==> config.mk <==
export PLATFORM = sky130hd
export DESIGN_NAME = bypass_track_unit
export DESIGN_NICKNAME = d
export VERILOG_FILES = /design/src/rtl/bypass_track_unit.sv
export SDC_FILE = /design/constraint.sdc
export NUM_CORES = 1
export LEC_CHECK = 0
export ABC_CLOCK_PERIOD_IN_PS = 1800
export CORE_UTILIZATION = 40
export DETAILED_ROUTE_END_ITERATION = 7
export HOLD_SLACK_MARGIN = 0.12
export PLACE_DENSITY = 0.88
export SYNTH_ARGS = -nofsm -noshare
export SYNTH_HDL_FRONTEND = slang
export SYNTH_SLANG_ARGS = --single-unit
==> constraint.sdc <==
create_clock -name i_clock -period 1.8 [get_ports i_clock]
set_input_delay 0.18 -clock i_clock [delete_from_list [all_inputs] [get_ports i_clock]]
set_output_delay 0.18 -clock i_clock [all_outputs]
set_load 0.02 [all_outputs]
==> src/rtl/bypass_track_unit.sv <==
// -----------------------------------------------------------------------------
// bypass_track_unit
//
// Forwarding and hazard unit for the pipelined core. It keeps a shift-register
// scoreboard of destination registers for DEPTH stages past EX (stage 1 = MEM,
// stage 2 = WB, ...). From that scoreboard it drives the per-operand forward
// selects for the instruction in EX. It also raises a load-use stall for the
// instruction in decode.
//
// Optional feature: define BYPASS_STALL_CNT_EN to add o_stall_count. This is a
// saturating 32-bit count of cycles with o_stall=1, cleared by reset.
//
// Ports
//   i_clock        system clock, rising edge
//   i_reset_n      asynchronous active-low reset
//   i_issue_valid  valid instruction in EX this cycle
//   i_issue_rd     destination register of the EX instruction
//   i_issue_regw   EX instruction writes the register file
//   i_issue_load   EX instruction is a load (result ready only after MEM)
//   i_flush        kill the EX/decode instructions this cycle
//   i_rs_ex        EX sources, operand i at [i*REG_W +: REG_W]
//   i_rs_dec       decode sources, same packing
//   o_fwd_sel      per operand: 0 = register file, k = tracked stage k
//   o_stall        hold PC/IF/ID and insert a bubble into EX
//   o_stall_count  (BYPASS_STALL_CNT_EN only) saturating stall-cycle count
// -----------------------------------------------------------------------------
module bypass_track_unit #(
    parameter int REG_W   = 5,
    parameter int DEPTH   = 2,
    parameter int NUM_SRC = 2,
    parameter int SEL_W   = 2
) (
    input  logic                       i_clock,
    input  logic                       i_reset_n,
    input  logic                       i_issue_valid,
    input  logic [REG_W-1:0]           i_issue_rd,
    input  logic                       i_issue_regw,
    input  logic                       i_issue_load,
    input  logic                       i_flush,
    input  logic [NUM_SRC*REG_W-1:0]   i_rs_ex,
    input  logic [NUM_SRC*REG_W-1:0]   i_rs_dec,
    output logic [NUM_SRC*SEL_W-1:0]   o_fwd_sel,
    output logic                       o_stall
`ifdef BYPASS_STALL_CNT_EN
    ,
    output logic [31:0]                o_stall_count
`endif
);

    // Scoreboard. Index 1 is the youngest entry (the MEM stage).
    logic [DEPTH:1]   r_v;
    logic [DEPTH:1]   r_regw;
    logic [DEPTH:1]   r_load;
    logic [REG_W-1:0] r_rd [1:DEPTH];

    logic [NUM_SRC*SEL_W-1:0] w_fwd_sel;
    logic [NUM_SRC-1:0]       w_fwd_load;
    logic                     w_load_hazard;
    logic [REG_W-1:0]         w_src;
    logic                     w_dec_hit;
    logic                     w_stall;

    always_ff @(posedge i_clock or negedge i_reset_n) begin
        if (!i_reset_n) begin
            r_v    <= '0;
            r_regw <= '0;
            r_load <= '0;
            for (int k = 1; k <= DEPTH; k++) begin
                r_rd[k] <= '0;
            end
        end else begin
            // The scoreboard shifts every cycle, stall or not. The EX bubble
            // that follows a stall arrives here as i_issue_valid=0.
            r_v[1]    <= i_issue_valid & ~i_flush;
            r_regw[1] <= i_issue_regw;
            r_load[1] <= i_issue_load;
            r_rd[1]   <= i_issue_rd;
            for (int k = 2; k <= DEPTH; k++) begin
                r_v[k]    <= r_v[k-1];
                r_regw[k] <= r_regw[k-1];
                r_load[k] <= r_load[k-1];
                r_rd[k]   <= r_rd[k-1];
            end
        end
    end

    // Walk the stages from oldest to youngest, so the youngest match wins.
    // x0 is never forwarded, and neither is any entry with regw=0.
    always_comb begin
        w_fwd_sel     = '0;
        w_fwd_load    = '0;
        w_load_hazard = 1'b0;
        w_src         = '0;
        for (int i = 0; i < NUM_SRC; i++) begin
            w_src = i_rs_ex[i*REG_W +: REG_W];
            for (int k = DEPTH; k >= 1; k--) begin
                if (r_v[k] && r_regw[k] && (r_rd[k] == w_src) && (w_src != '0)) begin
                    w_fwd_sel[i*SEL_W +: SEL_W] = SEL_W'(k);
                    w_fwd_load[i]               = r_load[k];
                end
            end
            // A load's data does not exist yet while the load sits in MEM.
            // The select still reports 1. A correct stall sequence never
            // reaches this case.
            if ((w_fwd_sel[i*SEL_W +: SEL_W] == SEL_W'(1)) && w_fwd_load[i]) begin
                w_load_hazard = 1'b1;
            end
        end
    end

    always_comb begin
        w_dec_hit = 1'b0;
        for (int i = 0; i < NUM_SRC; i++) begin
            if (i_rs_dec[i*REG_W +: REG_W] == i_issue_rd) begin
                w_dec_hit = 1'b1;
            end
        end
    end

    // Flush wins over stall. Both outputs are forced low while reset is held.
    assign w_stall = i_reset_n & i_issue_valid & i_issue_regw & i_issue_load &
                     (i_issue_rd != '0) & w_dec_hit & ~i_flush;

    assign o_stall   = w_stall;
    assign o_fwd_sel = i_reset_n ? w_fwd_sel : '0;

`ifdef BYPASS_STALL_CNT_EN
    logic [31:0] r_stall_count;

    always_ff @(posedge i_clock or negedge i_reset_n) begin
        if (!i_reset_n) begin
            r_stall_count <= '0;
        end else if (w_stall && (r_stall_count != 32'hFFFF_FFFF)) begin
            r_stall_count <= r_stall_count + 32'd1;
        end
    end

    assign o_stall_count = r_stall_count;
`endif

`ifndef SYNTHESIS
    a_no_load_fwd_from_mem: assert property (
        @(posedge i_clock) disable iff (!i_reset_n) !w_load_hazard
    );
`endif

endmodule

==> metrics.txt, run 1 <==
share of the synthesized area in the top cell type=0.4368; min Tclk post-route=around 1.8 ns; Final Core Density=0.7861; Post-Layout Cell Count=160; antenna violations before repair=0; worst hold start=i_issue_rd[0]; Final nets=168; asr flop ratio synth=1.000; RSZ-0062 raised after global routing=yes; synth top area cells=dfrtp_1 (44%), xnor2_1 (23%), xor2_1 (7.6%), nand4_1 (3.1%), nor2_4 (2.8%); met2 usage in global routing=0.4417; hpwl dp=1769 um; Ant. Diodes=0; Iteration-0 DRC Markers=5; max-cap violations=0; CP arrival=1.63 ns; CTS tree=yes; Std-Cell Rows=15; complex-gate fraction of the synthesized area=0.03276; TritonRoute pass-1 iters=3; H-tree level count=1; xor/xnor share of the synthesized area=0.3058; CP Capture Type=output pin; number of clock buffers inserted by TritonCTS=3; #FFs+latches synth=14; largest net degree at the start of global routing=11; vias in the first global route=868; Post-Synth Adder-Cell Area=0; placed insts=155; PnR worst setup slack=-0.006509 ns; synthesized area=802.0 um2; most numerous cell in the Yosys netlist=xnor2_1; fmax=around 550 MHz; Synth top cells by count=xnor2_1 (21), dfrtp_1 (14), xor2_1 (7); main combinational cell family by area after synthesis=XOR/XNOR gates; clk_skew=0.0004252 ns; ys flop type=dfrtp_1; Crit. Startpoint=i_rs_ex[8]; DRC violations left=0; Tcrit/Tclk final=1.004; Placeable Area=1802 um2; Fin. Hold Viols=0; Worst Path Required=1.62 ns; simple-gate area share of the yosys netlist=0.2153; # port buffers=35; GRT met1 Usage=0.2139; synthesis warning total=0; GR Layer Usage met3=0.04615; register area share after synthesis=0.4368; Slew @ Worst Pin=0.2492 ns; failing checks=setup timing; area growth from synthesis to layout=76.60%; Reg2Reg Launch Point=r_rd[6]$_DFF_PN0_; worst skew pair latency=roughly 0.26 ns; gpl congestion=0.9353; worst vdd ir=~0.43 mV; Clock Pin Slew Worst Setup and Hold Paths=about 0.070 ns; Fillers=133; Post-Syn Nets=104; Lkg Pwr=0.0006178 uW; multiplexer area fraction after synthesis=0; Die H=46.78 um; Post-Route WL=2061 um; cell taking the most area after synthesis=dfrtp_1; Synth Instances=between 70 and 80; layout cells sized above 1=0.3407; startpoint types=input pin; gr busiest metal=met2; Die X=46.78 um; IO Count=36; TritonCTS Sinks=14; # setup viols final=1; number of synthesized flops with an enable pin=0; DIE AREA=2188 um2; vias=slightly below 800; first-pass GRT wire length=~3300 um; Routed WL per cell=12.88 um; max_slew headroom=0.8325; Root Buffer=clkbuf_4; drt via density=4.844; Setup TNS Final=-0.006509 ns; Synth cell types=20; outcome=complete, but fails checks; Crit Path Category=in2out; Syn Area/Cell=10.99 um2; pins over their slew limit=0; largest fanout on the critical path=2; PwrDens=about 500 nW/um2; Starting Density=0.4451; Max clock buf depth=2; GRT Residual Overflow=0; worst min path class=in2reg; Tot GR Track Use=0.2264; hold_buf cts=0; Final ANT Viol Nets=0
[area by class of cell]
class                           instances  area (um2)  share of cell area
Sequential cell                        14       350.3              0.2473
Tap cell                               25       31.28             0.02208
Clock buffer                            3       22.52             0.01590
Timing Repair Buffer                   59       526.8              0.3719
Multi-Input combinational cell         57       478.0              0.3375
Inverter                                2       7.507            0.005300
[through the flow]
stage | worst slack [ns] | hold WS [ns] | instance area, um2 | power [uW]
6_report | -0.006509 | 0.1480 | 1416 | 711.8
5_1_grt | -0.05710 | 0.1508 | 1416 | 750.9
4_1_cts | -0.04356 | 0.3065 | 1391 | 720.9
3_5_place_dp | -0.6577 | 0.3638 | 1349 | 555.7
3_3_place_gp | -0.5973 | 0.3573 | 1349 | 546.6
2_1_floorplan | 0.04343 | -0.1156 | 802.0 | 414.1
[where the power goes]
| group | internal, uW | total [uW] | switching (uW) |
|---|---|---|---|
| logic | 132 | 210 | 78.2 |
| clock network | 77.3 | 158 | 80.3 |
| registers | 330 | 344 | 13.9 |
| total | 539 | 712 | 172 |
[flip-flops by register name, indices dropped and copies added, names as in the netlist]
signal and flops:
r_v 2, r_rd 10, r_regw 2
[path summary, 6_finish.rpt]
| path | slack [ns] | cells after the start | endpoint |
|---|---|---|---|
| min in group asynchronous | 0.32 | 3 | r_regw[1]$_DFF_PN0_ |
| max in group asynchronous | 1.18 | 4 | r_rd[5]$_DFF_PN0_ |
| worst min register to register | 0.38 | 0 | r_regw[2]$_DFF_PN0_ |
| worst max-delay path | -0.007 | 7 | o_fwd_sel[3] |
| worst max register to register | 1.10 | 1 | r_rd[1]$_DFF_PN0_ |
| worst min-delay path | 0.15 | 1 | r_rd[5]$_DFF_PN0_ |
[per-layer routing]
| metal | routed length (um) | up-vias |
|---|---|---|
| met5 | 0 | - |
| met4 | 35 | 0 |
| met3 | 115 | 4 |
| met2 | 1167 | 36 |
| met1 | 743 | 348 |
| li1 | - | 387 |
[repair_timing]
action                                  in CTS  in global routing
endpoints found under the setup margin       5                  5
resized for setup                           47                 10
setup buffers                                2                  0
pin swaps                                   13                  7
[cells by family (layout without fill, tap and decap cells)]
group                  after synthesis  after routing
XOR/XNOR                            28             28
AND/OR/NAND/NOR                     26             26
flip-flops                          14             14
AO/OA/AOI/OAI                        3              3
buffers and inverters                2             64
[cells in the final DEF, fill, tap and decap left out, types with 2 or more instances in the layout]
master	instances
buf_4	25
xnor2_1	19
clkdlybuf4s50_1	18
dfrtp_1	14
xor2_1	7
nand2_1	4
nand4_1	4
dlygate4sd2_1	4
nor4_2	3
clkbuf_4	3
dlymetal6s2s_1	3
buf_6	3
or4_4	2
nor2_4	2
and2_1	2
xnor2_2	2
nor3_1	2
nand3_1	2
clkdlybuf4s15_1	2
buf_2	2
clkdlybuf4s15_2	2
[critical path, cell delays in order]
cell and delay [ns]:
clkdlybuf4s15_2 0.19, or4_4 0.54, nor2_4 0.11, nor4_2 0.06, buf_4 0.14, nor4_2 0.24
buf_4 0.18
Note: power is estimated with default switching activity, not from simulation.
==> run 2, diff against run 1 <==
Settings changed: SLEW_MARGIN set to 20.
==> results of run 2 <==
Final layout, timing and power as in run 1 (identical DEF).
